`src/rtl/phys_reg_free_list.sv`:
```
// Physical register free list for rename: one alloc and one release per cycle,
// with flush recovery that rewinds speculative allocations to the committed head.
module phys_reg_free_list #(
  parameter int NUM_PREGS = 128,
  parameter int NUM_AREGS = 32,
  parameter int PREG_W    = $clog2(NUM_PREGS)
) (
  input  logic              clk,
  input  logic              rst,
  input  logic              alloc_req,
  output logic              alloc_valid,
  output logic [PREG_W-1:0] alloc_prd,
  output logic [PREG_W-1:0] free_count,
  input  logic              commit_valid,
  input  logic              commit_has_rd,
  input  logic [PREG_W-1:0] commit_old_prd,
  input  logic              flush,
  output logic              overflow_err
);

  localparam int DEPTH = NUM_PREGS - NUM_AREGS;
  localparam logic [PREG_W-1:0] LAST = PREG_W'(DEPTH - 1);
  localparam logic [PREG_W-1:0] FULL = PREG_W'(DEPTH);

  logic [PREG_W-1:0] entry_q [DEPTH];
  logic [PREG_W-1:0] spec_head_q;
  logic [PREG_W-1:0] commit_head_q;
  logic [PREG_W-1:0] tail_q;
  logic [PREG_W-1:0] count_q;
  logic              overflow_q;

  logic [PREG_W-1:0] spec_head_d;
  logic [PREG_W-1:0] count_d;
  logic [PREG_W-1:0] commit_head_inc;
  logic              full;
  logic              pop;
  logic              rel_req;
  logic              rel;

  function automatic logic [PREG_W-1:0] wrap_inc(
    input logic [PREG_W-1:0] p
  );
    return (p == LAST) ? '0 : p + PREG_W'(1);
  endfunction

  assign full         = (count_q == FULL);
  assign alloc_valid  = (count_q != '0) && !flush;
  assign alloc_prd    = entry_q[spec_head_q];
  assign free_count   = count_q;
  assign overflow_err = overflow_q;

  assign pop     = alloc_req && alloc_valid;
  assign rel_req = commit_valid && commit_has_rd;
  assign rel     = rel_req && !full;

  assign commit_head_inc = wrap_inc(commit_head_q);

  always_comb begin
    spec_head_d = spec_head_q;
    count_d     = count_q;
    unique case (1'b1)
      flush: begin
        spec_head_d = rel ? commit_head_inc : commit_head_q;
        count_d     = FULL;
      end
      pop && !rel: begin
        spec_head_d = wrap_inc(spec_head_q);
        count_d     = count_q - PREG_W'(1);
      end
      pop && rel: begin
        spec_head_d = wrap_inc(spec_head_q);
      end
      rel && !pop: begin
        count_d = count_q + PREG_W'(1);
      end
      default: ;
    endcase
  end

  always_ff @(posedge clk or negedge rst) begin
    if (!rst) begin
      spec_head_q   <= '0;
      commit_head_q <= '0;
      tail_q        <= '0;
      count_q       <= FULL;
      overflow_q    <= 1'b0;
    end else begin
      spec_head_q <= spec_head_d;
      count_q     <= count_d;
      if (rel) begin
        tail_q        <= wrap_inc(tail_q);
        commit_head_q <= commit_head_inc;
      end
      if (rel_req && full) begin
        overflow_q <= 1'b1;
      end
    end
  end

  // Array reset restores the initial P32..P127 ordering.
  always_ff @(posedge clk or negedge rst) begin
    if (!rst) begin
      for (int i = 0; i < DEPTH; i++) begin
        entry_q[i] <= PREG_W'(NUM_AREGS + i);
      end
    end else if (rel) begin
      entry_q[tail_q] <= commit_old_prd;
    end
  end

endmodule

```
`config.mk`:
```
export PLATFORM = sky130hd
export DESIGN_NAME = phys_reg_free_list
export DESIGN_NICKNAME = d
export VERILOG_FILES = /design/src/rtl/phys_reg_free_list.sv
export SDC_FILE = /design/constraint.sdc
export NUM_CORES = 1
export LEC_CHECK = 0
export ABC_AREA = 1
export CAP_MARGIN = 20
export CORE_MARGIN = 2
export CORE_UTILIZATION = 30
export DETAILED_ROUTE_END_ITERATION = 16
export GPL_ROUTABILITY_DRIVEN = 0
export GPL_TIMING_DRIVEN = 0
export PLACE_DENSITY_LB_ADDON = 0.15
export SLEW_MARGIN = 0
export SYNTH_ARGS = -nofsm -noshare
export SYNTH_HDL_FRONTEND = slang
export SYNTH_SLANG_ARGS = --single-unit
```
`constraint.sdc`:
```
create_clock -name clk -period 3.05 [get_ports clk]
set_input_delay 0.305 -clock clk [delete_from_list [all_inputs] [get_ports clk]]
set_output_delay 0.305 -clock clk [all_outputs]
set_load 0.05 [all_outputs]
```
Yosys cells after proc, flatten, opt, wreduce, memory -nomap -nowiden:

Index checks and enable logic that the tools add are counted.
Widths: inputs -> output; s select.

* bits in registers: 701
* bits of input ports: 13
* output and inout bits: 16
* logic and storage cells: 144

* add/subtract/negate cells: 5
* $lt $le $gt $ge: 3
* eq/ne operators: 4
* mux-type cells: 12
* bitwise logic cells: 2
* reduce and logical (&&, ||, !) cells: 17

Operators with widths (number)
* $bwmux 672: 1
* $bmux 7 s7: 1
* $demux 7 s7: 1
* $mux 7: 7
* $add 7x1->7 const B: 4
* $eq 7x7->1 const B: 4
* $pmux 7 s3: 1
* $ge 8x8->1 const B: 2
* $not 7->8: 2
* $pmux 7 s2: 1
* $logic_and 1x1->1: 9
* $lt 8x1->1 const B: 1
* $reduce_bool 7->1: 1
* $sub 7x1->7 const B: 1
* $logic_not 1->1: 4
* $reduce_bool 3->1: 1
* $reduce_bool 2->1: 1
* $reduce_or 2->1: 1

Depth between registers and ports, before layout:

* word-level depth: 7
* gate-level depth with buffers: 17
* mapped depth without buffers: 16

Worst setup path after synthesis:

No wires, ideal clock.

* path kind: reg-to-reg
* start: register count_q[1], in the netlist free_count[1]
* end: register count_q[6], in the netlist free_count[6]
* library setup time: 0.058 ns
* arrival time: 3.530 ns
* data required time: 2.992 ns
* slack: -0.538 ns
* cell stages (with the launch flop): 17
* path buffers: 0
* clock period less this slack: 3.588 ns
* path through: dfrtp_1 > inv_1 > nand4_2 > nor3_1 > a21oi_1 > nand2_1 > ha_1 > inv_1 > ha_1 > a21oi_1 > nand2_1 > a21oi_1 > o21bai_1 > or2_2 > nand3_1 > nand2_1 > inv_1

* word-level cells in the longest chain between the ends: 6
* elaborated cells between the ends (all ways): 14
* those cells by class: add/sub (2); eq/ne (1); mux (1); reduce/logical (10)

RTL lines
* start: declaration: line 29 `logic [PREG_W-1:0] count_q;`
* start signal: assignment: line 89 `count_q <= count_d;`
* $reduce_bool 7->1 (*): line 47 `assign alloc_valid = (count_q != '0) && !flush;`
* $logic_and 1x1->1 (*): line 47
* named net alloc_valid: line 11 `output logic alloc_valid,`
* $logic_and 1x1->1 (*): line 52 `assign pop = alloc_req && alloc_valid;`
* $logic_not 1->1: line 73 `rel && !pop: begin`
* $logic_and 1x1->1: line 73
* $pmux 7 s3 / $reduce_bool 3->1 (equally long branches)

Mark *: on every way through the listed nets, which the timed path passes. The rest lies on a longest branch.
A chain may end at the register's enable or synchronous reset.

Worst setup path in the final report:

* start: register spec_head_q[0]
* end: output alloc_prd[3]

* word-level cells in the longest chain between the ends: 4

RTL lines
* start: declaration: line 26 `logic [PREG_W-1:0] spec_head_q;`
* start signal: assignment: line 88 `spec_head_q <= spec_head_d;`
* $not 7->8 (implied by the code): line 48 `assign alloc_prd = entry_q[spec_head_q];`
* $bmux 7 s7: line 48
* $mux 7 (implied by the code) (2 in a row): line 48
* end: declaration: line 12 `output logic [PREG_W-1:0] alloc_prd,`

No other way between the ends. The select of a mux whose other input is x is not followed.

==> metrics.md <==
| Metric | Value |
|---|---|
| Status | `finished, violations left` |
| Failing checks | `setup timing` |
| Post-route insts no fill | `6068` |
| RR Startpoint | `free_count[1]` |
| Clk_skew | `0.0199 ns` |
| Fin. Hold Viols | `0` |
| Global-route wire length before repair | `204 mm` |
| Unrepaired setup endpoints after global routing | `true` |
| GRT Resource Usage Total | `22.9%` |
| Crit path max fanout | `9` |
| Static Leak | `18.3 nW` |
| FF/Latch Area | `0.0180 mm²` |
| Initial antenna violation count | `1` |
| Fillers | `12237` |
| Placed cell area | `0.0376 mm²` |
| Yosys reg bits | `701` |
| Met1 usage | `31.6%` |
| Largest net degree at the start of global routing | `106` |
| Share of the synthesized area in the top cell type | `27.7%` |
| R2R depth | `11` |
| N_diodes | `0` |
| Global routing's busiest layer | `met2` |
| Chip width | `346 µm` |
| Post-layout instance area | `0.0421 mm²` |
| Switching Share | `43.4%` |
| IR drop worst, VDD | `0.00144 V` |
| CP required | `2.74 ns` |
| Final Slew Violations | `0` |
| Core Region | `0.116 mm²` |
| P_int | `0.0245 W` |
| Initial Util | `30.2%` |
| Final setup violation count | `7` |
| Mapped Cells | `4322` |
| EDFF count, synth | `0` |
| Clock-pin transition on the worst setup and hold timing paths | `0.06 ns` |
| GR Util met2 | `36.2%` |
| Vias per Instance | `4.97` |
| WP data arrival | `2.99 ns` |
| Syn Nets | `4349` |
| Async SR Flop Fraction | `100%` |
| Routing usage on met3 | `3.15%` |
| R2R Setup Slk | `0.21 ns` |
| Vias in the first global route | `29253` |
| Die H | `346 µm` |
| Share of cells above drive strength 1 | `24.8%` |
| Detailed Place HPWL | `95.7 mm` |
| Clock H-tree levels | `3` |
| PortBufs | `28` |
| Max Root-Sink Buffers | `3` |
| Synth cell types | `43` |
| Sequential fraction of the synthesis area | `51.3%` |
| Routed wire length | `138 mm` |
| Comb pwr share | `46.1%` |
| Layout area overhead | `19.8%` |
| Die area | `0.120 mm²` |
| Slew HR | `21.8%` |
| Final WS setup | `-0.244 ns` |
| Drt first pass iters | `6` |
| Fin crit share | `108%` |
| Cell Pwr Density | `1030 mW/mm²` |
| Least-Margin Pin Slew | `1.17 ns` |
| Clock share of power | `23.0%` |
| Switching power | `0.0188 W` |
| Min Tclk post-route | `3.29 ns` |
| Synth area leaders | `dfstp_2, dfrtp_1, nand2_1, o21ai_0, o21ai_2` |
| Clock Latency Late Sink | `0.66 ns` |
| CTS tree | `built` |
| Most used flip-flop cell after synthesis | `dfstp_2` |
| Type of destination of the critical path | `output port` |
| Worst setup path class | `flop to output port` |
| Dominant cell type by area after synthesis | `dfstp_2` |
| I/O pin cnt | `29` |
| WL/cell | `22.8 µm` |
| Worst Setup Start Kind | `flop` |
| Fmax | `304 MHz` |
| Overflow after GRT | `0` |
| DRC | `0` |
| Root Driver | `clkbuf_16` |
| Syn avg cell area | `8.13 µm²` |
| First DRT Iteration DRCs | `2569` |
| Multi-input gate area | `0.0149 mm²` |
| Part of the power in registers | `30.9%` |
| # rows | `125` |
| Via Count | `30188` |
| Placed Cells | `5886` |
| Total CTS buffers | `86` |
| Worst r2r dst | `entry_q[250]` |
| Maximum Capacitance Violations | `0` |
| Nets | `4502` |
| Cell Area, Synth | `0.0351 mm²` |
| Worst min-delay path class | `input pin to async pin` |
| ANT nets after route | `0` |
| CTS Sinks | `701` |
| Synth warnings | `0` |
logic make-up (layout without fill, tap and decap cells):
group / Yosys count / in the layout / synth area share (%)
DFF: 701 / 701 / 51.3
adders and majority gates: 14 / 14 / 0.520
AOI/OAI and AO/OA: 968 / 968 / 15.9
xor gates and xnor gates: 10 / 10 / 0.249
and+or+nand+nor: 2040 / 2040 / 24.2
buffers and inverters: 589 / 811 / 7.86
layer usage:
layer | vias up | routed length [µm]
li1 | 14252 | -
met1 | 14888 | 62900
met2 | 816 | 62600
met3 | 230 | 7250
met4 | 2 | 5540
met5 | - | 9
flip-flops by register name, summed over array words and instances, names as in the netlist:
signal	cells
free_count	7
tail_q	7
entry_q	672
spec_head_q	7
commit_head_q	7
overflow_err	1
synth_stat cells, types with 15 or more instances:
cell and n:
nand2_1 1420, o21ai_0 553, dfstp_2 370, dfrtp_1 331
nor2_1 299, inv_1 269, nand3_1 239, o21ai_2 163
clkbuf_1 131, o21ai_1 128, buf_2 105, a21oi_1 52
buf_6 41, nand2_4 41, o211ai_1 32, o22ai_1 29
buf_1 15
stage by stage:
step                      TNS (ns)  worst slack [ns]  utilization, %  hold slack (ns)  power, W
after global placement           -            -34.93            32.1            0.455    0.0301
after CTS                    -1.59            -0.238            36.0            0.293    0.0429
after global routing         -1.76            -0.261            36.2            0.337    0.0456
final                        -1.48            -0.244            36.2            0.300    0.0433
after detailed placement    -11.60             -1.25            32.3            0.394    0.0302
after floorplan                  0            0.0411               -          0.00941    0.0230
critical path, cell delays in order (launching register included):
cell	delay (ns)
dfrtp_2	0.43
buf_12	0.16
inv_16	0.10
clkbuf_2	0.21
buf_8	0.20
o21ai_0	0.13
a21oi_2	0.25
nor2_1	0.08
nand2_1	0.10
nand3_4	0.10
nand2_4	0.16
nand2_2	0.10
nand2_2	0.14
buf_8	0.15
power groups by stage:
| stage | clock (W) | combinational, W | sequential, W |
|---|---|---|---|
| finish | 0.00998 | 0.0200 | 0.0134 |
| global route | 0.0105 | 0.0214 | 0.0137 |
| CTS | 0.0102 | 0.0194 | 0.0134 |
| detailed placement | 0 | 0.0168 | 0.0134 |
| global placement | 0 | 0.0167 | 0.0135 |
| floorplan | 0 | 0.00982 | 0.0132 |
repair_timing:
item / in CTS / in global routing
hold buffers: 1 / 0
gates resized for setup: 443 / 79
buffers inserted: 19 / 2
hold endpoints to repair: 42 / 0
pin swaps: 36 / 34
endpoints found under the setup margin: 15 / 8
gates cloned: 4 / 2
layout by cell type, fill, tap and decap left out, types with 11 or more instances in the layout:
| cell | instances |
|---|---|
| o21ai_0 | 537 |
| buf_6 | 57 |
| ha_1 | 12 |
| clkbuf_8 | 23 |
| dfstp_2 | 370 |
| nand3_2 | 20 |
| clkbuf_16 | 91 |
| clkdlybuf4s50_1 | 20 |
| a21oi_1 | 42 |
| clkbuf_2 | 16 |
| nand3_1 | 215 |
| o22ai_1 | 25 |
| o21ai_2 | 166 |
| nand2_2 | 31 |
| buf_8 | 24 |
| clkbuf_4 | 18 |
| buf_16 | 11 |
| o21ai_1 | 141 |
| dfrtp_1 | 322 |
| clkinv_2 | 11 |
| nand2_4 | 60 |
| buf_2 | 63 |
| buf_4 | 34 |
| inv_2 | 15 |
| buf_12 | 35 |
| o211ai_1 | 32 |
| nand2_1 | 1378 |
| nor2_1 | 287 |
| inv_1 | 259 |
| clkbuf_1 | 121 |
| nor2_4 | 19 |
area by class of cell:
cell class                 instances  area share [%]
multi-input combinational       3032            35.4
clock inverter                    15           0.259
inverter                         279            2.55
clock buffer                     142            6.04
tap                             1524            4.53
timing repair buffer              68            2.44
sequential                       701            42.8
buffer                           307            6.00
worst max path at each step:
stage / startpoint / end / slack [ns] / cells after the start
after floorplan: free_count[6] / free_count[6] / 0.04 / 16
after global placement: rst / free_count[2] / -34.93 / 1
after detailed placement: spec_head_q[1] / alloc_prd[2] / -1.25 / 10
after CTS: spec_head_q[0] / alloc_prd[5] / -0.24 / 13
after global routing: spec_head_q[0] / alloc_prd[3] / -0.26 / 16
final: spec_head_q[0] / alloc_prd[3] / -0.24 / 13
No activity file was read; power rests on OpenSTA's default activity.
